--- config.mk ---
export PLATFORM = sky130hd
export DESIGN_NAME = vend_dispense_ctrl
export DESIGN_NICKNAME = d
export VERILOG_FILES = /design/src/rtl/vend_pkg.sv /design/src/rtl/vend_req_fifo.sv /design/src/rtl/vend_dispense_ctrl.sv
export SDC_FILE = /design/constraint.sdc
export NUM_CORES = 1
export LEC_CHECK = 0
export ABC_CLOCK_PERIOD_IN_PS = 3300
export CORE_UTILIZATION = 62
export DETAILED_ROUTE_END_ITERATION = 8
export PLACE_DENSITY = 0.84
export SLEW_MARGIN = 15
export SYNTH_ARGS = -nofsm -noshare
export SYNTH_HDL_FRONTEND = slang
export SYNTH_SLANG_ARGS = --single-unit
--- constraint.sdc ---
create_clock -name clk -period 3.3 [get_ports clk]
set_input_delay 0.99 -clock clk [delete_from_list [all_inputs] [get_ports clk]]
set_output_delay 0.99 -clock clk [all_outputs]
set_load 0.05 [all_outputs]
--- src/rtl/vend_pkg.sv ---
// Shared types and default timing/stock constants for the vend dispense controller.
package vend_pkg;

  typedef enum logic [1:0] {
    StIdle,
    StMotor,
    StChange
  } vend_state_e;

  localparam int unsigned DispCyclesDef = 8;
  localparam int unsigned ChgCyclesDef  = 4;
  localparam int unsigned StockMaxDef   = 15;

endpackage

--- src/rtl/vend_req_fifo.sv ---
// Small 1-bit-wide request queue; a push while full is discarded even if a pop coincides.
module vend_req_fifo #(
  parameter int unsigned Depth = 4
) (
  input  logic clk_i,
  input  logic rst_ni,
  input  logic push_i,
  input  logic data_i,
  input  logic pop_i,
  output logic data_o,
  output logic full_o,
  output logic empty_o
);

  localparam int unsigned AW = (Depth > 1) ? $clog2(Depth) : 1;
  localparam logic [AW-1:0] LastIdx = AW'(Depth - 1);
  localparam logic [AW:0]   FullCnt = (AW + 1)'(Depth);

  logic [Depth-1:0] mem_q;
  logic [AW-1:0]    wr_ptr_q, rd_ptr_q;
  logic [AW:0]      count_q;
  logic             do_push, do_pop;

  assign full_o  = (count_q == FullCnt);
  assign empty_o = (count_q == '0);
  assign data_o  = mem_q[rd_ptr_q];

  assign do_push = push_i && !full_o;
  assign do_pop  = pop_i && !empty_o;

  always_ff @(posedge clk_i or negedge rst_ni) begin
    if (!rst_ni) begin
      mem_q    <= '0;
      wr_ptr_q <= '0;
      rd_ptr_q <= '0;
      count_q  <= '0;
    end else begin
      if (do_push) begin
        mem_q[wr_ptr_q] <= data_i;
        wr_ptr_q        <= (wr_ptr_q == LastIdx) ? '0 : wr_ptr_q + 1'b1;
      end
      if (do_pop) begin
        rd_ptr_q <= (rd_ptr_q == LastIdx) ? '0 : rd_ptr_q + 1'b1;
      end
      if (do_push && !do_pop) begin
        count_q <= count_q + 1'b1;
      end else if (!do_push && do_pop) begin
        count_q <= count_q - 1'b1;
      end
    end
  end

endmodule

--- src/rtl/vend_dispense_ctrl.sv ---
// Vend dispense controller: queues vend requests, runs the motor, then the change chute or refund.
module vend_dispense_ctrl
  import vend_pkg::*;
#(
  parameter int unsigned DISP_CYCLES = DispCyclesDef,
  parameter int unsigned CHG_CYCLES  = ChgCyclesDef,
  parameter int unsigned STOCK_MAX   = StockMaxDef,
  parameter int unsigned PEND_DEPTH  = 4
) (
  input  logic       clk,
  input  logic       rst_n,
  input  logic       coke_out,
  input  logic       ret,
  input  logic       refill,
  output logic       motor_on,
  output logic       change_on,
  output logic       refund,
  output logic       sold_out,
  output logic [3:0] stock,
  output logic       busy,
  output logic       drop_err
);

  localparam logic [7:0] DispLoad  = 8'(DISP_CYCLES - 1);
  localparam logic [7:0] ChgLoad   = 8'(CHG_CYCLES - 1);
  localparam logic [3:0] StockLoad = 4'(STOCK_MAX);

  vend_state_e state_q, state_d;
  logic [7:0]  cnt_q, cnt_d;
  logic [3:0]  stock_q, stock_d;
  logic        ret_q, ret_d;
  logic        refund_q, refund_d;
  logic        armed_q;
  logic        push, pop;
  logic        fifo_rdata, fifo_full, fifo_empty;

  logic       motor_on_q, change_on_q, refund_out_q, sold_out_q, busy_q, drop_err_q;
  logic [3:0] stock_out_q;

  // armed_q masks the first edge after reset release so a held coke_out is not latched.
  assign push = coke_out && armed_q;
  assign pop  = (state_q == StIdle) && !refill && !fifo_empty;

  vend_req_fifo #(
    .Depth (PEND_DEPTH)
  ) u_req_fifo (
    .clk_i   (clk),
    .rst_ni  (rst_n),
    .push_i  (push),
    .data_i  (ret),
    .pop_i   (pop),
    .data_o  (fifo_rdata),
    .full_o  (fifo_full),
    .empty_o (fifo_empty)
  );

  always_comb begin
    state_d  = state_q;
    cnt_d    = cnt_q;
    stock_d  = stock_q;
    ret_d    = ret_q;
    refund_d = refund_q;
    unique case (state_q)
      StIdle: begin
        if (refill) begin
          stock_d = StockLoad;
        end else if (!fifo_empty) begin
          ret_d = fifo_rdata;
          if (stock_q != '0) begin
            stock_d = stock_q - 1'b1;
            state_d = StMotor;
            cnt_d   = DispLoad;
          end else begin
            state_d  = StChange;
            cnt_d    = ChgLoad;
            refund_d = 1'b1;
          end
        end
      end
      StMotor: begin
        if (cnt_q == '0) begin
          if (ret_q) begin
            state_d  = StChange;
            cnt_d    = ChgLoad;
            refund_d = 1'b0;
          end else begin
            state_d = StIdle;
          end
        end else begin
          cnt_d = cnt_q - 1'b1;
        end
      end
      StChange: begin
        if (cnt_q == '0) begin
          state_d  = StIdle;
          refund_d = 1'b0;
        end else begin
          cnt_d = cnt_q - 1'b1;
        end
      end
      default: state_d = StIdle;
    endcase
  end

  always_ff @(posedge clk or negedge rst_n) begin
    if (!rst_n) begin
      state_q  <= StIdle;
      cnt_q    <= '0;
      stock_q  <= '0;
      ret_q    <= 1'b0;
      refund_q <= 1'b0;
      armed_q  <= 1'b0;
    end else begin
      state_q  <= state_d;
      cnt_q    <= cnt_d;
      stock_q  <= stock_d;
      ret_q    <= ret_d;
      refund_q <= refund_d;
      armed_q  <= 1'b1;
    end
  end

  // Output stage mirrors the current state one cycle later, keeping every output a flop.
  always_ff @(posedge clk or negedge rst_n) begin
    if (!rst_n) begin
      motor_on_q   <= 1'b0;
      change_on_q  <= 1'b0;
      refund_out_q <= 1'b0;
      sold_out_q   <= 1'b1;
      stock_out_q  <= '0;
      busy_q       <= 1'b0;
      drop_err_q   <= 1'b0;
    end else begin
      motor_on_q   <= (state_q == StMotor);
      change_on_q  <= (state_q == StChange);
      refund_out_q <= (state_q == StChange) && refund_q;
      sold_out_q   <= (stock_q == '0);
      stock_out_q  <= stock_q;
      busy_q       <= (state_q != StIdle) || !fifo_empty;
      drop_err_q   <= push && fifo_full;
    end
  end

  assign motor_on  = motor_on_q;
  assign change_on = change_on_q;
  assign refund    = refund_out_q;
  assign sold_out  = sold_out_q;
  assign stock     = stock_out_q;
  assign busy      = busy_q;
  assign drop_err  = drop_err_q;

endmodule

==> results.md, run 1 <==
* Outcome: completed
* Die height at 58.4 um
* Synthesized net count at 200
* Yosys reg bits at 38
* Static Leak at 1.03 nW
* Number of global-route vias before repair at 1,455
* First-pass iteration count of the detailed router at 4
* Detailed Place HPWL at 2630 um
* Worst EP arrival at 1.67 ns
* Final-report setup violation count at 0
* Kind of end point of the critical path: output pin
* Async SR Flop Fraction at 100%
* Crit-path cells: clkdlybuf4s50_1
* Inserted Diodes at 0
* Initial antenna violation count at 0
* Nets at 216
* CTS resizes at 0
* Worst-Margin Slew at 0.824 ns
* Post-synth top flop: dfrtp_1
* Bufs and invs on worst path at 1
* Seq pwr share at 34.1%
* First-pass GRT wire length at 6200 um
* Max-Cap Viols at 0
* Flop2flop setup slack at 0.82 ns
* Fin crit period at 2.66 ns
* Logic gate share of total power at 48.5%
* Starting Density at 65.2%
* Final hold slack at 0.469 ns
* Worst setup SP type: flip-flop
* Port Buf Inserts at 14
* Via count of the routed design at 1,423
* Distinct cells, synth at 47
* Layout cells sized above 1 at 13.1%
* Clk root buf: clkbuf_4
* Tcrit/Tclk final at 80.7%
* Maximum vdd drop at 0.491 mV
* Ports at 15
* Slew Limit Headroom at 45.1%
* CTS buffer count at 5
* Clk_skew at 0.00994 ns
* Die area at 0.00341 sq mm
* Slowest cell on the critical path: clkdlybuf4s50_1
* Fillers at 215
* Largest stage delay, worst path at 0.79 ns
* CTS Buffer Depth at 2
* Number of synthesized flops with an enable pin at 0
* Hold Crit Class: flip-flop to flip-flop
* Wire length per cell at 15.1 um
* Largest net degree at the start of global routing at 39
* Clk pwr share at 17.3%
* Total Routed Length at 3660 um
* CTS tree: done
* YS warnings at 0
* Area Overhead vs Synth at 14.0%
* Htree depth at 2
* Core footprint at 0.00303 sq mm
* Setup bufs post-CTS at 0
* Later-pin clock latency in the skew report at 0.36 ns
* Switching pwr at 0.000986 W
* Fin. max-slew vios at 0
* Setup TNS Final at 0 ns
* Via/cell ratio at 5.86
* RSZ-0062 raised after global routing: false
* Mean Syn Cell Area at 10.8 sq um
* RePlAce Congestion at 0.841
* Post-route DRC at 0
* Synth Cell Area at 0.00197 sq mm
* Die X-Extent at 58.4 um
* Int Power at 0.00142 W
* WP data required at 2.31 ns
* Post-synthesis cell count at 182
* Final Hold Viols at 0
* Overall Power at 0.00240 W
* PD cells at 1070 mW/mm^2
* Max frequency at 0.376 GHz
* ANT nets after route at 0
* Worst-path clk slew at 0.12 ns
* Detailed Route Iter0 Violations at 52
* Cells after DPL at 235
* Switch share at 41.0%
* Sequential-to-total area share from yosys stat at 48.2%
* Sinks on Clock Net at 38
* Final instance area at 0.00225 sq mm
* Kind of critical path: flip-flop to output pin
* Gr ovfl total at 0
* Non-filler cells, final at 243
* GR Util All Layers at 24.3%
* Dpl cell area at 0.00214 sq mm
* Cell Rows at 20
* Top Family by Delay on Critical Path: buffers and inverters
* Hold buffers post-CTS at 0
* CP max FO at 1
==> layout make-up <==
type | instances | area (sq um) | area share [%]
inverter | 15 | 56.3 | 2.50
clock inverter | 2 | 60.1 | 2.67
sequential | 38 | 952 | 42.3
timing repair buffer | 15 | 143 | 6.34
tap | 44 | 55.1 | 2.45
clock buffer | 6 | 51.3 | 2.28
multi-input combinational | 123 | 933 | 41.5
==> Yosys cell counts, drive strengths merged (2+ instances only) <==
library cell / count / area, sq um
and2: 2 / 12.5
dfrtp: 37 / 926
nand2: 17 / 63.8
nand3: 2 / 10.0
xor2: 2 / 17.5
a211o: 5 / 43.8
o21ai: 6 / 30.0
nor4b: 2 / 17.5
inv: 15 / 56.3
ha: 12 / 150
mux2: 9 / 101
and3: 2 / 12.5
o22a: 3 / 26.3
nor2: 16 / 60.1
or3: 2 / 12.5
buf: 3 / 21.3
clkbuf: 3 / 11.3
a22o: 4 / 35.0
a211oi: 3 / 22.5
a31oi: 3 / 18.8
a21oi: 7 / 35.0
nor3: 3 / 15.0
mux2i: 3 / 30.0
==> cells in the final DEF (no fill, tap or decap), types with 3 or more instances in the layout <==
master	Yosys	routed
a31oi_1	3	3
nor3_1	3	3
nand2_1	17	17
a211oi_1	3	3
clkdlybuf4s50_1	0	13
mux2_2	8	8
clkbuf_4	0	5
nor2_1	16	16
mux2i_1	3	3
a21oi_1	7	7
dfrtp_1	37	37
ha_1	12	12
o21ai_0	5	5
inv_1	15	15
a22o_1	4	4
o22a_1	3	3
a211o_1	5	5
==> logic make-up (layout without fill, tap and decap cells) <==
family,Yosys count,after routing,share of synthesized area (%)
and+or+nand+nor,54,54,14.7
AOI/OAI and AO/OA,39,39,14.6
DFF,38,38,48.2
buffers and inverters,21,38,4.50
adders and majority gates,13,13,8.62
muxes,13,13,7.79
xor gates and xnor gates,3,3,1.33
other,1,1,0.190
==> path summary, 6_finish.rpt <==
| check | start | end | cells past startpoint |
|---|---|---|---|
| min | stock_q[2] | stock[2] | 0 |
| max reg2reg | state_q[1] | u_req_fifo.count_q[1] | 9 |
| min in group asynchronous | rst_n | stock[0] | 1 |
| min reg2reg | stock_q[2] | stock[2] | 0 |
| max | sold_out | sold_out | 1 |
| max in group asynchronous | rst_n | cnt_q[7] | 1 |
==> per-layer routing <==
| layer | vias to the layer above | wire length [um] | GRT usage, % |
|---|---|---|---|
| met4 | 0 | 59 | 11.2 |
| met5 | - | 0 | 0 |
| met2 | 43 | 1860 | 42.4 |
| li1 | 678 | - | - |
| met1 | 695 | 1550 | 27.7 |
| met3 | 7 | 191 | 6.59 |
==> state kept, by name, indices dropped and copies added, names as in the netlist <==
register,flops
armed_q,1
stock_q,4
stock,4
cnt_q,8
state_q,2
u_req_fifo.wr_ptr_q,2
drop_err,1
motor_on,1
refund_q,1
change_on,1
u_req_fifo.count_q,3
refund,1
sold_out,1
u_req_fifo.mem_q,4
ret_q,1
busy,1
u_req_fifo.rd_ptr_q,2
==> power groups by stage <==
stage	sequential [W]	clock, W	combinational, W
finish	0.000821	0.000417	0.00117
global route	0.000845	0.000436	0.00128
CTS	0.000820	0.000423	0.00116
detailed placement	0.000830	0	0.00116
global placement	0.000807	0	0.00109
floorplan	0.000912	0	0.000796
==> stage by stage <==
stage               setup slack (ns)  utilization (%)
global placement               0.390             70.7
detailed placement             0.312             70.7
CTS                            0.625             74.3
global route                   0.571             74.3
finish                         0.637             74.3
floorplan                      0.738                -
(Power assumes the default switching activity.)
==> run 2, diff against run 1 <==
--- a/config.mk
+++ b/config.mk
@@ -5,10 +5,10 @@
 export SDC_FILE = /design/constraint.sdc
 export NUM_CORES = 1
 export LEC_CHECK = 0
-export ABC_CLOCK_PERIOD_IN_PS = 3300
-export CORE_UTILIZATION = 62
+export ABC_CLOCK_PERIOD_IN_PS = 2610
+export CORE_UTILIZATION = 57
 export DETAILED_ROUTE_END_ITERATION = 8
-export PLACE_DENSITY = 0.84
+export PLACE_DENSITY = 0.78
 export SLEW_MARGIN = 15
 export SYNTH_ARGS = -nofsm -noshare
 export SYNTH_HDL_FRONTEND = slang
==> constraint.sdc (replaced) <==
create_clock -name clk -period 2.61 [get_ports clk]
set_input_delay 0.783 -clock clk [delete_from_list [all_inputs] [get_ports clk]]
set_output_delay 0.783 -clock clk [all_outputs]
set_load 0.05 [all_outputs]
==> results.md, run 2 (synthesis gave the netlist of run 1 again) <==
* Fin. max-slew vios at 0 (unchanged)
* Clk_skew at 0.0185 ns (was 0.00994 ns)
* Layout cells sized above 1 at 12.9% (was 13.1%)
* Tcrit/Tclk final at 92.8%
* Worst-path clk slew at 0.09 ns (was 0.12 ns)
* Fillers at 264 (was 215)
* Kind of critical path: flip-flop to output pin (unchanged)
* CTS tree: done (unchanged)
* Register area at 952 sq um (unchanged)
* Total Routed Length at 3470 um (was 3660 um)
* First-pass iteration count of the detailed router at 4 (unchanged)
* Initial antenna violation count at 0 (unchanged)
* Bufs and invs on worst path at 1 (unchanged)
* Static Leak at 1.02 nW (was 1.03 nW)
* Worst Hold Path Cells at 0 (unchanged)
* CTS buffer count at 5 (unchanged)
* Crit-path cells: clkdlybuf4s50_1 (unchanged)
* Sinks on Clock Net at 38 (unchanged)
* Slew Limit Headroom at 45.4% (was 45.1%)
* Gr ovfl total at 0 (unchanged)
* GR Util All Layers at 22.1% (was 24.3%)
* Maximum vdd drop at 0.544 mV (was 0.491 mV)
* Overall Power at 0.00281 W (was 0.00240 W)
* Final Hold Viols at 0 (unchanged)
* Die X-Extent at 60.9 um (was 58.4 um)
* First-pass GRT wire length at 5880 um (was 6200 um)
* Via count of the routed design at 1,395 (was 1,423)
* Ports at 15 (unchanged)
* Wire length per cell at 14.0 um (was 15.1 um)
* Largest net degree at the start of global routing at 39 (unchanged)
* Max reg flops at 8 (unchanged)
* Multi-input logic area at 933 sq um (unchanged)
* Worst setup SP type: flip-flop (unchanged)
* Port Buf Inserts at 14 (unchanged)
* CTS Buffer Depth at 2 (unchanged)
* Setup slack at placement at -0.0146 ns (was 0.312 ns)
* Starting Density at 59.2% (was 65.2%)
* Max frequency at 0.413 GHz
* Final instance area at 0.00221 sq mm (was 0.00225 sq mm)
* PD cells at 1270 mW/mm^2 (was 1070 mW/mm^2)
* Via/cell ratio at 5.63 (was 5.86)
* Worst-Margin Slew at 0.818 ns (was 0.824 ns)
* WP data required at 1.83 ns (was 2.31 ns)
* Crit path depth at 1 (unchanged)
* Setup bufs post-CTS at 0 (unchanged)
* Reg2Reg Depth at 6 (was 9)
* Final-report setup violation count at 0 (unchanged)
* Post-route DRC at 0 (unchanged)
* CTS resizes at 0 (unchanged)
* Reg with most FFs: cnt_q (unchanged)
* Area Overhead vs Synth at 12.1% (was 14.0%)
* Max-Cap Viols at 0 (unchanged)
* Worst EP arrival at 1.64 ns (was 1.67 ns)
* ANT nets after route at 0 (unchanged)
* RSZ-0062 raised after global routing: false (unchanged)
* RePlAce Congestion at 0.777 (was 0.841)
* Number of global-route vias before repair at 1,325 (was 1,455)
* Detailed Route Iter0 Violations at 74 (was 52)
* Inserted Diodes at 0 (unchanged)
* Fin crit period at 2.42 ns
* Most common cell after layout, fill and taps aside: dfrtp_1 (unchanged)
* Kind of end point of the critical path: output pin (unchanged)
* Clk root buf: clkbuf_4 (unchanged)
* Slowest cell on the critical path: clkdlybuf4s50_1 (unchanged)
* Top Family by Delay on Critical Path: buffers and inverters (unchanged)
* Hold buffers post-CTS at 0 (unchanged)
* Cell Rows at 21 (was 20)
* Most frequent cells in the layout: dfrtp_1 (37), nand2_1 (17), nor2_1 (16), inv_1 (15), clkdlybuf4s50_1 (13) (unchanged)
* Die area at 0.00370 sq mm (was 0.00341 sq mm)
* Setup TNS Final at 0 ns (unchanged)
* Worst setup margin at 0.187 ns (was 0.637 ns)
* Die height at 60.9 um (was 58.4 um)
* Outcome: completed (unchanged)
* Htree depth at 2 (unchanged)
* Nets at 219 (was 216)
* Final hold slack at 0.467 ns (was 0.469 ns)
* CP max FO at 1 (unchanged)
* Core footprint at 0.00334 sq mm (was 0.00303 sq mm)
* Largest stage delay, worst path at 0.79 ns (about the same)
* Hold Crit Class: flip-flop to flip-flop (unchanged)
* Dpl cell area at 0.00216 sq mm (was 0.00214 sq mm)
* Later-pin clock latency in the skew report at 0.35 ns (was 0.36 ns)
* Detailed Place HPWL at 2480 um (was 2630 um)
[run 2: cell count changes in the layout (fill, tap and decap cells not counted)]
cell / change
buf_4: +3
clkbuf_1: +3
clkbuf_8: -1
bufinv_16: -2
[run 2: power breakdown]
| part | total [W] | switching [W] | internal, W | leakage [nW] |
|---|---|---|---|---|
| Combinational | 0.00149 | 0.000823 | 0.000664 | 0.542 |
| Clock | 0.000292 | 0.000185 | 0.000107 | 0.0265 |
| Sequential | 0.00103 | 0.000203 | 0.000824 | 0.447 |
[run 2: layout make-up]
| cell class | count | area share, % |
|---|---|---|
| inverter | 15 | 2.54 |
| tap | 46 | 2.60 |
| clock buffer | 8 | 2.20 |
| multi-input combinational | 123 | 42.2 |
| sequential | 38 | 43.0 |
| timing repair buffer | 18 | 7.46 |
[run 2: worst paths after layout]
kind	startpoint	endpoint	slack [ns]
setup / recovery	sold_out	sold_out	0.19
hold / removal	stock_q[2]	stock[2]	0.47
setup reg to reg	state_q[0]	cnt_q[1]	0.33
hold reg to reg	stock_q[2]	stock[2]	0.47
max in group asynchronous	rst_n	refund	1.57
min in group asynchronous	rst_n	ret_q	0.52
[run 2: through the flow]
step / utilization (%) / instances
after global routing: 66.3 / 248
after floorplan: - / 182
after detailed placement: 64.9 / 240
final: 66.3 / 248
after global placement: 64.9 / 240
after CTS: 66.3 / 248
[run 2: layer usage]
layer  wire (um)  track usage, %  part of all wire [%]
met1        1530            27.1                    44
met2        1780            37.8                    51
met3          99            5.76                   2.9
met4          57            7.79                   1.6
met5           0               0                     0
==> run 3, diff against run 2 <==
--- a/config.mk
+++ b/config.mk
@@ -9,7 +9,7 @@
 export CORE_UTILIZATION = 57
 export DETAILED_ROUTE_END_ITERATION = 8
 export PLACE_DENSITY = 0.78
-export SLEW_MARGIN = 15
+export SLEW_MARGIN = 5
 export SYNTH_ARGS = -nofsm -noshare
 export SYNTH_HDL_FRONTEND = slang
 export SYNTH_SLANG_ARGS = --single-unit
==> results of run 3 <==
Final layout, timing and power as in run 2 (identical DEF).
